## src/rtl/dac_spi_tx.sv

```systemverilog
// dac_spi_tx: serialises 8-bit DAC codes into 16-bit SPI mode-0 frames
// {CMD, sample, 4'b0000}, MSB first. A single pending register with
// valid/ready decouples the core from the frame timing. Every SPI pin and
// status output comes straight from a flop, so the pins stay glitch-free.
module dac_spi_tx #(
    parameter int         CLK_DIV = 4,
    parameter logic [3:0] CMD     = 4'h3
) (
    input  logic       core_clk,
    input  logic       core_reset,
    input  logic [7:0] sample_in,
    input  logic       sample_valid,
    output logic       sample_ready,
    output logic       busy,
    output logic       frame_done,
    output logic       spi_sclk,
    output logic       spi_mosi,
    output logic       spi_cs_n
);

    // The divider counts 0..CLK_DIV-1. It is kept at least 1 bit wide so
    // that a CLK_DIV=1 build still has a legal vector.
    localparam int               DIV_W    = (CLK_DIV > 1) ? $clog2(CLK_DIV) : 1;
    localparam logic [DIV_W-1:0] DIV_LAST = DIV_W'(CLK_DIV - 1);

    typedef enum logic [2:0] {
        ST_IDLE     = 3'd0,
        ST_CS_SETUP = 3'd1,
        ST_SHIFT    = 3'd2,
        ST_CS_HOLD  = 3'd3,
        ST_GAP      = 3'd4
    } state_e;

    // Builds the 16-bit word that goes out on the wire for one DAC code.
    function automatic logic [15:0] build_frame(input logic [7:0] code);
        return {CMD, code, 4'b0000};
    endfunction

    state_e           state_q, state_d;
    logic [DIV_W-1:0] div_q, div_d;
    logic [3:0]       bit_cnt_q, bit_cnt_d;
    logic [15:0]      shift_q, shift_d;
    logic [7:0]       pend_q, pend_d;
    logic             pend_full_q, pend_full_d;
    logic             ready_q, ready_d;
    logic             sclk_q, sclk_d;
    logic             mosi_q, mosi_d;
    logic             cs_n_q, cs_n_d;
    logic             busy_q, busy_d;
    logic             done_q, done_d;

    logic             phase_end_s;
    logic             accept_s;
    logic [15:0]      load_frame_s;

    assign phase_end_s  = (div_q == DIV_LAST);
    assign accept_s     = sample_valid & ready_q;
    assign load_frame_s = build_frame(pend_q);

    // Next-state logic: FSM sequencing, divider, shifter and pending register.
    always_comb begin
        state_d     = state_q;
        div_d       = div_q;
        bit_cnt_d   = bit_cnt_q;
        shift_d     = shift_q;
        pend_d      = pend_q;
        pend_full_d = pend_full_q;
        sclk_d      = sclk_q;
        mosi_d      = mosi_q;
        cs_n_d      = cs_n_q;
        done_d      = 1'b0;

        // The divider only runs while a frame is in flight; every phase
        // starts with it at zero.
        if (state_q == ST_IDLE) begin
            div_d = '0;
        end else if (phase_end_s) begin
            div_d = '0;
        end else begin
            div_d = div_q + DIV_W'(1);
        end

        // Accept and load are mutually exclusive: accept needs the pending
        // register empty, load needs it full.
        if (accept_s) begin
            pend_d      = sample_in;
            pend_full_d = 1'b1;
        end else begin
            pend_d      = pend_q;
        end

        case (state_q)
            ST_IDLE: begin
                if (pend_full_q) begin
                    shift_d     = load_frame_s;
                    mosi_d      = load_frame_s[15];
                    cs_n_d      = 1'b0;
                    sclk_d      = 1'b0;
                    bit_cnt_d   = 4'd0;
                    pend_full_d = 1'b0;
                    state_d     = ST_CS_SETUP;
                end else begin
                    state_d     = ST_IDLE;
                end
            end
            ST_CS_SETUP: begin
                if (phase_end_s) begin
                    state_d = ST_SHIFT;
                end else begin
                    state_d = ST_CS_SETUP;
                end
            end
            ST_SHIFT: begin
                if (!phase_end_s) begin
                    state_d = ST_SHIFT;
                end else if (!sclk_q) begin
                    // Rising edge: the DAC samples the bit already on mosi.
                    sclk_d = 1'b1;
                end else begin
                    // Falling edge: present the next bit; a zero shifts in
                    // behind, so mosi is low once the 16th bit is done.
                    sclk_d    = 1'b0;
                    shift_d   = {shift_q[14:0], 1'b0};
                    mosi_d    = shift_q[14];
                    bit_cnt_d = bit_cnt_q + 4'd1;
                    if (bit_cnt_q == 4'd15) begin
                        state_d = ST_CS_HOLD;
                    end else begin
                        state_d = ST_SHIFT;
                    end
                end
            end
            ST_CS_HOLD: begin
                if (phase_end_s) begin
                    cs_n_d  = 1'b1;
                    mosi_d  = 1'b0;
                    state_d = ST_GAP;
                end else begin
                    state_d = ST_CS_HOLD;
                end
            end
            ST_GAP: begin
                if (phase_end_s) begin
                    done_d  = 1'b1;
                    state_d = ST_IDLE;
                end else begin
                    state_d = ST_GAP;
                end
            end
            default: begin
                state_d = ST_IDLE;
                cs_n_d  = 1'b1;
                sclk_d  = 1'b0;
                mosi_d  = 1'b0;
            end
        endcase

        busy_d  = (state_d != ST_IDLE);
        ready_d = ~pend_full_d;
    end

    // State and output registers; reset parks the pins in their idle levels.
    always_ff @(posedge core_clk or posedge core_reset) begin
        if (core_reset) begin
            state_q     <= ST_IDLE;
            div_q       <= '0;
            bit_cnt_q   <= 4'd0;
            shift_q     <= 16'h0000;
            pend_q      <= 8'h00;
            pend_full_q <= 1'b0;
            ready_q     <= 1'b1;
            sclk_q      <= 1'b0;
            mosi_q      <= 1'b0;
            cs_n_q      <= 1'b1;
            busy_q      <= 1'b0;
            done_q      <= 1'b0;
        end else begin
            state_q     <= state_d;
            div_q       <= div_d;
            bit_cnt_q   <= bit_cnt_d;
            shift_q     <= shift_d;
            pend_q      <= pend_d;
            pend_full_q <= pend_full_d;
            ready_q     <= ready_d;
            sclk_q      <= sclk_d;
            mosi_q      <= mosi_d;
            cs_n_q      <= cs_n_d;
            busy_q      <= busy_d;
            done_q      <= done_d;
        end
    end

    assign sample_ready = ready_q;
    assign busy         = busy_q;
    assign frame_done   = done_q;
    assign spi_sclk     = sclk_q;
    assign spi_mosi     = mosi_q;
    assign spi_cs_n     = cs_n_q;

endmodule

```

## config.mk

```make
export PLATFORM = sky130hd
export DESIGN_NAME = dac_spi_tx
export DESIGN_NICKNAME = d
export VERILOG_FILES = /design/src/rtl/dac_spi_tx.sv
export SDC_FILE = /design/constraint.sdc
export NUM_CORES = 1
export LEC_CHECK = 0
export CAP_MARGIN = 5
export CORE_MARGIN = 2
export CORE_UTILIZATION = 48
export CTS_CLUSTER_SIZE = 25
export DETAILED_ROUTE_END_ITERATION = 16
export GPL_ROUTABILITY_DRIVEN = 0
export PLACE_DENSITY = 0.7
export SLEW_MARGIN = 20
export SYNTH_ARGS = -nofsm -noshare
export SYNTH_HDL_FRONTEND = slang
export SYNTH_SLANG_ARGS = --single-unit
```

## constraint.sdc

```tcl
create_clock -name core_clk -period 2.75 [get_ports core_clk]
set_input_delay 0.4125 -clock core_clk [delete_from_list [all_inputs] [get_ports core_clk]]
set_output_delay 0.4125 -clock core_clk [all_outputs]
set_load 0.05 [all_outputs]
```

==> flow_metrics.env <==
export IMPL_dieArea_sq_um=3740
export IMPL_finalInstanceArea_sq_um=1850
export IMPL_pre_cts_ws_ns=0.964
export IMPL_fin_crit_ns=2.11
export IMPL_drtIter0Drc=37
export IMPL_slew_headroom_pct=62.5
export IMPL_tritoncts="yes"
export IMPL_fill_cells=278
export IMPL_clock_latency_ns=0.34
export IMPL_grt_usage_pct=17.4
export IMPL_dr_pass1_iters=4
export IMPL_critPathMaxStageDelay_ns=0.80
export IMPL_max_freq_mhz=474
export IMPL_cts_buffers=5
export IMPL_wire_per_inst_um=12.6
export IMPL_drive_gt1_share_pct=14.1
export IMPL_synth_seq_cells=35
export IMPL_synth_cells=145
export IMPL_crit_buf_inv=1
export IMPL_cp_required_ns=2.34
export IMPL_maxCapViolations=0
export IMPL_grt_pass1_vias=1120
export IMPL_fin_worst_skew_ns=0.0169
export IMPL_layoutNonFillerInstCount=207
export IMPL_place_area_sq_um=1750
export IMPL_drc=0
export IMPL_port_buffers=16
export IMPL_status="finished clean"
export IMPL_grt_remaining_overflow=0
export IMPL_ys_types=34
export IMPL_pin_count=17
export IMPL_worstSetupStartpoint="spi_cs_n$_DFFE_PP1P_"
export IMPL_multi_input_area_sq_um=633
export IMPL_p_per_area_nw_per_um2=1130
export IMPL_rsz0062_at_grt="false"
export IMPL_synth_seq_area_share_pct=55.9
export IMPL_crit_cells=1
export IMPL_power_leakage_nw=0.847
export IMPL_clock_tree_root_cell="clkbuf_4"
export IMPL_rr_worst_depth=4
export IMPL_final_setup_tns_ns=0
export IMPL_hold_viol=0
export IMPL_synthArstFlopShare_pct=100
export IMPL_final_cell_mix="dfrtp_1, nand2_1, clkdlybuf4s50_1"
export IMPL_syn_cell_area_sq_um=1570
export IMPL_ys_flop_type="dfrtp_1"
export IMPL_drv_slew=0
export IMPL_crit_path_top_delay_cell="clkdlybuf4s50_1"
export IMPL_dp_cells=199
export IMPL_post_cts_buffers=0
export IMPL_irDropWorstVdd_mv=0.744
export IMPL_antenna_found_initial=0
export IMPL_hp_class="in2async"
export IMPL_area_growth_syn_to_layout_pct=18.1
export IMPL_grt_start_max_net_pins=36
export IMPL_synth_edff_count=0
export IMPL_dp_hpwl_mm=1.77
export IMPL_drt_total_wl_mm=2.62
export IMPL_nets=175
export IMPL_start_kind="flop"
export IMPL_synth_nets=158
export IMPL_dieHeight_um=61.2
export IMPL_path_clk_slew_ns=0.12
export IMPL_min_period_over_period_pct=76.7
export IMPL_ant_nets=0
export IMPL_vias=1091
export IMPL_avgViaCountPerCell=5.27
export IMPL_worstSetupEndpointType="primary output"
export IMPL_fp_dieW_um=61.2
export IMPL_clk_path_buf_depth=2
export IMPL_start_util_pct=51.0
export IMPL_ff_latch_area_sq_um=878
export IMPL_critPathTopFamily="buffers and inverters"
export IMPL_final_common_cell="dfrtp_1"
export IMPL_crit_type="reg2out"
export IMPL_worstMarginPinSlew_ns=0.560
export IMPL_coreArea_sq_um=3080
export IMPL_cts_sinks=35
export IMPL_rows=20
export IMPL_ys_warn_count=0
export IMPL_fin_ws_ns=0.641
export IMPL_crit_path_max_fanout=4
export IMPL_ctsHtreeMaxLevel=2
export IMPL_path_cells="clkdlybuf4s50_1"
export IMPL_finalSetupViolations=0
export IMPL_num_antenna_cells=0
export IMPL_holdBufCountCts=0
export IMPL_r2r_start="div_q[0]$_DFF_PP0_"
export IMPL_grt_pass1_wl_mm=4.78
export IMPL_ctsResizeCount=0
export IMPL_syn_area_per_cell_sq_um=10.8
export IMPL_p_total_w=0.00209
export IMPL_arrival_ns=1.70
-- registers in the layout, summed over array words and instances, names as in the netlist, 2 cells and up --
register / flops
div_q: 2
shift_q: 11
bit_cnt_q: 4
pend_q: 8
state_q: 3
-- cells in the mapped netlist, types with 2 or more instances --
master	count	area share, %
buf_2	2	0.64
mux2i_1	8	5.1
nand2_1	25	6.0
o22ai_1	2	0.80
dfrtp_1	33	53
clkbuf_1	2	0.48
inv_1	4	0.96
dfstp_2	2	3.3
and3_1	2	0.80
buf_4	2	0.96
nor2b_1	3	1.2
ha_1	2	1.6
o211ai_1	2	0.96
nor2_1	8	1.9
nand3_1	2	0.64
o21ai_0	4	1.3
nor3_1	3	0.96
a21oi_1	4	1.3
mux2_2	9	6.5
a21o_1	2	0.96
o21ai_1	11	3.5
-- layout make-up --
cell class / instances / share of cell area [%]
Clock buffer: 5 / 2.02
Clock inverter: 3 / 3.64
Inverter: 4 / 0.810
Multi-Input combinational cell: 99 / 34.1
Sequential cell: 35 / 47.4
Tap cell: 44 / 2.97
Timing Repair Buffer: 17 / 9.04
-- path summary, 6_finish.rpt --
check                                     endpoint  slack, ns
max                                       spi_cs_n       0.64
min                           state_q[0]$_DFF_PP0_       0.46
max reg2reg                shift_q[13]$_DFFE_PP0P_       0.96
min reg2reg                     div_q[0]$_DFF_PP0_       0.46
max in group asynchronous   sample_ready$_DFF_PP1_       1.95
min in group core_clk           div_q[0]$_DFF_PP0_       0.46
-- report_power, final --
part	internal, W	switching [W]
Combinational	0.000325	0.000395
Sequential	0.000727	0.000177
Clock	0.000283	0.000182
Total	0.00134	0.000755
-- cell families after synthesis --
logic type / Yosys count / synth area share, %
buf+inv: 11 / 3.74
xor+xnor: 1 / 0.558
simple gates: 48 / 14.0
mux: 17 / 11.6
flops: 35 / 55.9
compound gates: 31 / 12.6
fa+ha+maj: 2 / 1.59
-- metrics by stage --
stage                     hold WS [ns]  util, %
after floorplan                  0.415        -
after global placement           0.423     56.8
after detailed placement         0.444     56.8
after CTS                        0.464     60.2
after global routing             0.504     60.2
final                            0.456     60.2
-- routing by layer --
layer | share of wire [%] | vias to the layer above | track usage, %
li1 | - | 535 | -
met3 | 3.9 | 2 | 5.67
met2 | 49 | 19 | 28.1
met5 | 0 | - | 0
met1 | 47 | 535 | 22.1
met4 | 0.46 | 0 | 5.90
Power figures use the tool's default switching activity.
